===== config.mk =====
export PLATFORM = sky130hd
export DESIGN_NAME = seven_seg_scan_ctrl
export DESIGN_NICKNAME = d
export VERILOG_FILES = /design/src/rtl/seven_seg_scan.sv /design/src/rtl/seven_seg_pkg.sv /design/src/rtl/scan_timer.sv /design/src/rtl/seven_seg_scan_ctrl.sv
export SDC_FILE = /design/constraint.sdc
export NUM_CORES = 1
export LEC_CHECK = 0
export BUFFER_PORTS_ARGS = -buffer_cell sky130_fd_sc_hd__buf_4
export CAP_MARGIN = 10
export CORE_ASPECT_RATIO = 2
export CORE_UTILIZATION = 29
export DETAILED_ROUTE_END_ITERATION = 16
export PLACE_DENSITY = 0.54
export SYNTH_ARGS = -nofsm -noshare
export SYNTH_HDL_FRONTEND = slang
export SYNTH_SLANG_ARGS = --single-unit

===== constraint.sdc =====
create_clock -name clk -period 2.8 [get_ports clk]
set_input_delay 0.84 -clock clk [delete_from_list [all_inputs] [get_ports clk]]
set_output_delay 0.84 -clock clk [all_outputs]
set_load 0.02 [all_outputs]

===== src/rtl/seven_seg_scan.sv =====
// rtl/seven_seg_scan.sv - reserved


===== src/rtl/seven_seg_pkg.sv =====
// rtl/seven_seg_pkg.sv - scan states, anode codes and per-state output decode
package seven_seg_pkg;

  typedef enum logic [1:0] {S_D0, S_B0, S_D1, S_B1} scan_state_t;

  localparam logic [1:0] AN_OFF = 2'b11;
  localparam logic [1:0] AN_D0  = 2'b10;
  localparam logic [1:0] AN_D1  = 2'b01;

  function automatic logic [1:0] state_an(input scan_state_t s);
    case (s)
      S_D0:    return AN_D0;
      S_D1:    return AN_D1;
      default: return AN_OFF;
    endcase
  endfunction

  // Blank states already point the mux at the digit that comes next.
  function automatic logic state_mux(input scan_state_t s);
    return (s == S_D0) || (s == S_B1);
  endfunction

endpackage


===== src/rtl/scan_timer.sv =====
// rtl/scan_timer.sv - dwell/dead-time counter with clear, enable and terminal compare
module scan_timer #(
  parameter int CNT_W = 16
) (
  input  logic             clk,
  input  logic             rst,
  input  logic             clr,
  input  logic             en,
  input  logic [CNT_W-1:0] term,
  output logic             done
);

  logic [CNT_W-1:0] cnt;

  always_ff @(posedge clk or posedge rst) begin
    if (rst)
      cnt <= '0;
    else if (clr)
      cnt <= '0;
    else if (en)
      cnt <= cnt + 1'b1;
  end

  assign done = (cnt == term);

endmodule


===== src/rtl/seven_seg_scan_ctrl.sv =====
// rtl/seven_seg_scan_ctrl.sv - two-digit seven-segment scan scheduler; SEVSEG_DEADTIME_EN adds blanking
module seven_seg_scan_ctrl
  import seven_seg_pkg::*;
#(
  parameter int DWELL = 24000,
  parameter int DEAD  = 480,
  parameter int CNT_W = 16
) (
  input  logic       clk,
  input  logic       reset,
  input  logic       scan_en,
  output logic       mux_en,
  output logic [1:0] an,
  output logic       frame_tick
);

  localparam int MAXV = (DWELL > DEAD) ? DWELL : DEAD;

  if (DWELL < 2) begin : g_bad_dwell
    $error("DWELL must be at least 2");
  end
  if (DEAD < 1) begin : g_bad_dead
    $error("DEAD must be at least 1");
  end
  if (MAXV - 1 > (2 ** CNT_W) - 1) begin : g_bad_width
    $error("CNT_W too narrow for max(DWELL,DEAD)-1");
  end

  scan_state_t      state, state_nxt;
  logic             started;
  logic [1:0]       an_q;
  logic [CNT_W-1:0] term;
  logic             done, cnt_en, adv;

  assign cnt_en = scan_en & started;
  assign adv    = cnt_en & done;

  always_comb begin
    state_nxt = state;
`ifdef SEVSEG_DEADTIME_EN
    case (state)
      S_D0: state_nxt = S_B0;
      S_B0: state_nxt = S_D1;
      S_D1: state_nxt = S_B1;
      S_B1: state_nxt = S_D0;
    endcase
    term = ((state == S_D0) || (state == S_D1)) ? CNT_W'(DWELL - 1) : CNT_W'(DEAD - 1);
`else
    case (state)
      S_D0:    state_nxt = S_D1;
      default: state_nxt = S_D0;
    endcase
    term = CNT_W'(DWELL - 1);
`endif
  end

  scan_timer #(.CNT_W(CNT_W)) u_timer (
    .clk  (clk),
    .rst  (reset),
    .clr  (adv),
    .en   (cnt_en),
    .term (term),
    .done (done)
  );

  // The first enabled edge after reset only lights digit 0 and counts as its
  // entry edge, so the opening dwell is as long as every later one.
  always_ff @(posedge clk or posedge reset) begin
    if (reset) begin
      state      <= S_D0;
      started    <= 1'b0;
      an_q       <= AN_OFF;
      mux_en     <= 1'b1;
      frame_tick <= 1'b0;
    end else begin
      frame_tick <= 1'b0;
      if (scan_en) begin
        if (!started) begin
          started <= 1'b1;
          an_q    <= state_an(state);
          mux_en  <= state_mux(state);
        end else if (done) begin
          state      <= state_nxt;
          an_q       <= state_an(state_nxt);
          mux_en     <= state_mux(state_nxt);
          frame_tick <= (state_nxt == S_D0);
        end
      end
    end
  end

  assign an = scan_en ? an_q : AN_OFF;

endmodule


==> impl_results.md <==
* Run status: complete, no violations
* CP Launch Type: input pin
* Syn_nets at 118
* M2 GR Usage at 0.208
* Reg2reg end: state[1]
* Detailed Route WL at 2330 um
* Count of cell types in the netlist at 33
* Setup CP Type: in -> out
* Mux cell area share after synthesis at 0.00887
* First-pass GRT wire length at 3860 um
* Worst Hold Path Cells at 1
* Final min period at 2040 ps
* Worst Hold Launch: u_timer.cnt[15]
* CTS Buf Count at 3
* Hold Path Class: reg -> reg
* Clock root cell: clkbuf_8
* Worst Path Required at 1960 ps
* Max Fclk at 0.490 GHz
* Mapped cell area at 0.00113 mm2
* Lkg Pwr at 0.000512 uW
* Power per cell area at 592 mW/mm2
* Final core occ at 0.344
* # diodes at 0
* Max-capacitance violation count at 0
* Initial DRC count at 31
* Post-synthesis sequential area ratio at 0.468
* Final setup fails at 0
* Row count at 31
* Number of fill cells at 379
* GRT Total Usage at 0.122
* Synth Area in Adders at 0.0111
* Setup Skew at 2.34 ps
* Grt ovf at 0
* Setup WS post-layout at 758 ps
* XOR/XNOR share of the synthesized area at 0.101
* Initial antenna violation count at 0
* Final non-filler cell total at 171
* Grt peak-use layer: met2
* Die W at 46.1 um
* Syn Inst Count at 114
* 1st-pass router iterations at 4
* Antenna Violating Nets Remaining at 0
* Clk buf depth at 2
* Setup Buffers After CTS at 0
* Setup TNS Final at 0 ps
* Post-cts sizing count at 0
* Synth Area in Simple Gates at 0.336
* CP max stage delay at 150 ps
* Largest net degree at the start of global routing at 22
* Via Count at 860
* Clock Latency Late Sink at 270 ps
* Share of cells above drive strength 1 at 0.180
* Synthesis-stage register bit count at 21
* Global routing usage on met1 at 0.138
* Period utilization at 0.729
* Core ar. at 0.00368 mm2
* Hold EP: u_timer.cnt[15]
* Critical path cell sequence: buf_4 > nand2b_1 > buf_4
* DP Cell Count at 167
* Effective utilization at floorplan at 0.306
* Maximum vdd drop at 0.179 mV
* Global placement routability congestion at 0.829
* I/O Pins at 7
* DRC violations left at 0
* IO buf count at 6
* Post-detail-place hpwl at 1730 um
* Critical Path Most Common Cell: buf_4
* Slew Limit Fails at 0
* RSZ-0062 raised after global routing: no
* FF-to-FF path depth at 4
* Syn avg cell area at 9.90 um2
* Final layout net count at 127
* Reg clk slew, reported paths at 80 ps
* Crit-path max FO at 11
* Cts hold-fix bufs at 0
* Largest family of logic cells by synthesized area: simple AND/OR/NAND/NOR gates
* Worst slew pin tran at 809 ps
* Vias per cell at 5.03
* RR Startpoint: u_timer.cnt[0]
* Routed len/inst at 13.6 um
* Syn. warnings at 0
* Total clock sinks at 21
* Worst EP arrival at 1200 ps
* Vias in the first global route at 874
* Relative slew slack at 0.460
* Worst reg-to-reg setup slack at 920 ps
* Synth Area in Compound Gates at 0.0488
* Die footprint at 0.00416 mm2
* Pre-CTS WS at 754 ps
* Routing usage on met3 at 0.0120
* Worst Setup End Kind: output pin
* H-Tree Level Count at 1
* Final hold violations at 0
* CTS tree: yes
* Chip Height at 90.2 um
* Slowest stage cell on the critical path: buf_4
* Area Overhead vs Synth at 12.2%
[synth_stat cells]
| cell | count | share of area |
|---|---|---|
| nor3_1 | 7 | 0.031 |
| and4_1 | 2 | 0.016 |
| xor2_1 | 4 | 0.031 |
| nand4_2 | 2 | 0.022 |
| nor3b_1 | 1 | 0.0067 |
| nand2b_1 | 1 | 0.0055 |
| and3_1 | 1 | 0.0055 |
| ha_1 | 1 | 0.011 |
| dfrtp_1 | 19 | 0.42 |
| o211ai_1 | 2 | 0.013 |
| and3_2 | 1 | 0.0067 |
| or2_2 | 2 | 0.011 |
| nor2_1 | 12 | 0.040 |
| nand3b_1 | 1 | 0.0067 |
| nor4_1 | 4 | 0.022 |
| mux2i_1 | 1 | 0.0089 |
| nor4_4 | 1 | 0.019 |
| dfstp_2 | 2 | 0.047 |
| or3_4 | 1 | 0.010 |
| inv_1 | 4 | 0.013 |
| clkbuf_1 | 1 | 0.0033 |
| nand3_1 | 9 | 0.040 |
| buf_6 | 1 | 0.010 |
| nand4_1 | 3 | 0.017 |
| or3b_1 | 1 | 0.0078 |
| nand3_4 | 1 | 0.016 |
| and2_1 | 1 | 0.0055 |
| a21oi_1 | 2 | 0.0089 |
| xnor2_1 | 9 | 0.070 |
| or3b_2 | 1 | 0.0078 |
| nand2_1 | 9 | 0.030 |
| o21ai_0 | 6 | 0.027 |
| and4bb_2 | 1 | 0.011 |
[state kept, by name (all words and copies together), names as in the netlist]
register	cells
u_timer.cnt	16
an_q	2
frame_tick	1
started	1
state	1
[worst max-delay path, delay by kind of cell]
family | cells | cell delay [ps]
buffers and inverters | 2 | 290
and+or+nand+nor | 1 | 70
[stage by stage]
stage | power, uW | instance area (um2) | hold slack (ps)
6_report | 749 | 1270 | 469
3_3_place_gp | 546 | 1220 | 462
4_1_cts | 754 | 1270 | 479
3_5_place_dp | 550 | 1220 | 463
2_1_floorplan | 508 | 1130 | 438
5_1_grt | 789 | 1270 | 491
[per-layer routing]
layer	vias to the layer above	wire, um
li1	421	-
met1	414	969
met2	17	1220
met3	8	51
met4	0	82
met5	-	0
[cells in the final DEF, fill, tap and decap left out, types with 2 or more instances in the layout]
master,synthesis,final
nor2_1,12,12
xor2_1,4,4
buf_4,0,6
and4_1,2,2
xnor2_1,9,9
o21ai_0,6,6
a21oi_1,2,2
clkbuf_8,0,3
nor4_1,4,4
or2_2,2,2
nand3_1,9,9
nand4_2,2,2
inv_1,4,4
dfrtp_1,19,19
nand2_1,9,9
nand4_1,3,3
nor3_1,7,7
dfstp_2,2,2
o211ai_1,2,2
[kinds of logic (layout without fill, tap and decap cells)]
kind of cell / count (synthesis) / in the layout
xor gates and xnor gates: 13 / 13
muxes: 1 / 1
AOI/OAI and AO/OA: 10 / 10
buffers and inverters: 6 / 14
DFF: 21 / 21
adders and majority gates: 1 / 1
and+or+nand+nor: 62 / 62
[final cells by class]
type / instances / area [um2] / share of cell area
Inverter: 4 / 15.0 / 0.0119
Clock buffer: 3 / 41.3 / 0.0326
Tap cell: 49 / 61.3 / 0.0484
Clock inverter: 1 / 5.00 / 0.00395
Multi-Input combinational cell: 87 / 571 / 0.451
Sequential cell: 21 / 528 / 0.417
Timing Repair Buffer: 6 / 45.0 / 0.0356
[where the power goes]
group          leakage [uW]  switching, uW  internal [uW]  total [uW]
combinational      0.000221           83.8           54.8         139
clock             0.0000255            106           99.4         205
sequential         0.000265           61.4            344         406
[worst max-delay path by stage]
stage | start | endpoint | depth (start not counted)
after floorplan | scan_en | an[1] | 2
after global placement | scan_en | u_timer.cnt[12] | 5
after detailed placement | scan_en | an[0] | 3
after CTS | scan_en | an[0] | 3
after global routing | scan_en | an[0] | 3
final | scan_en | an[0] | 3
Power figures use the tool's default switching activity.
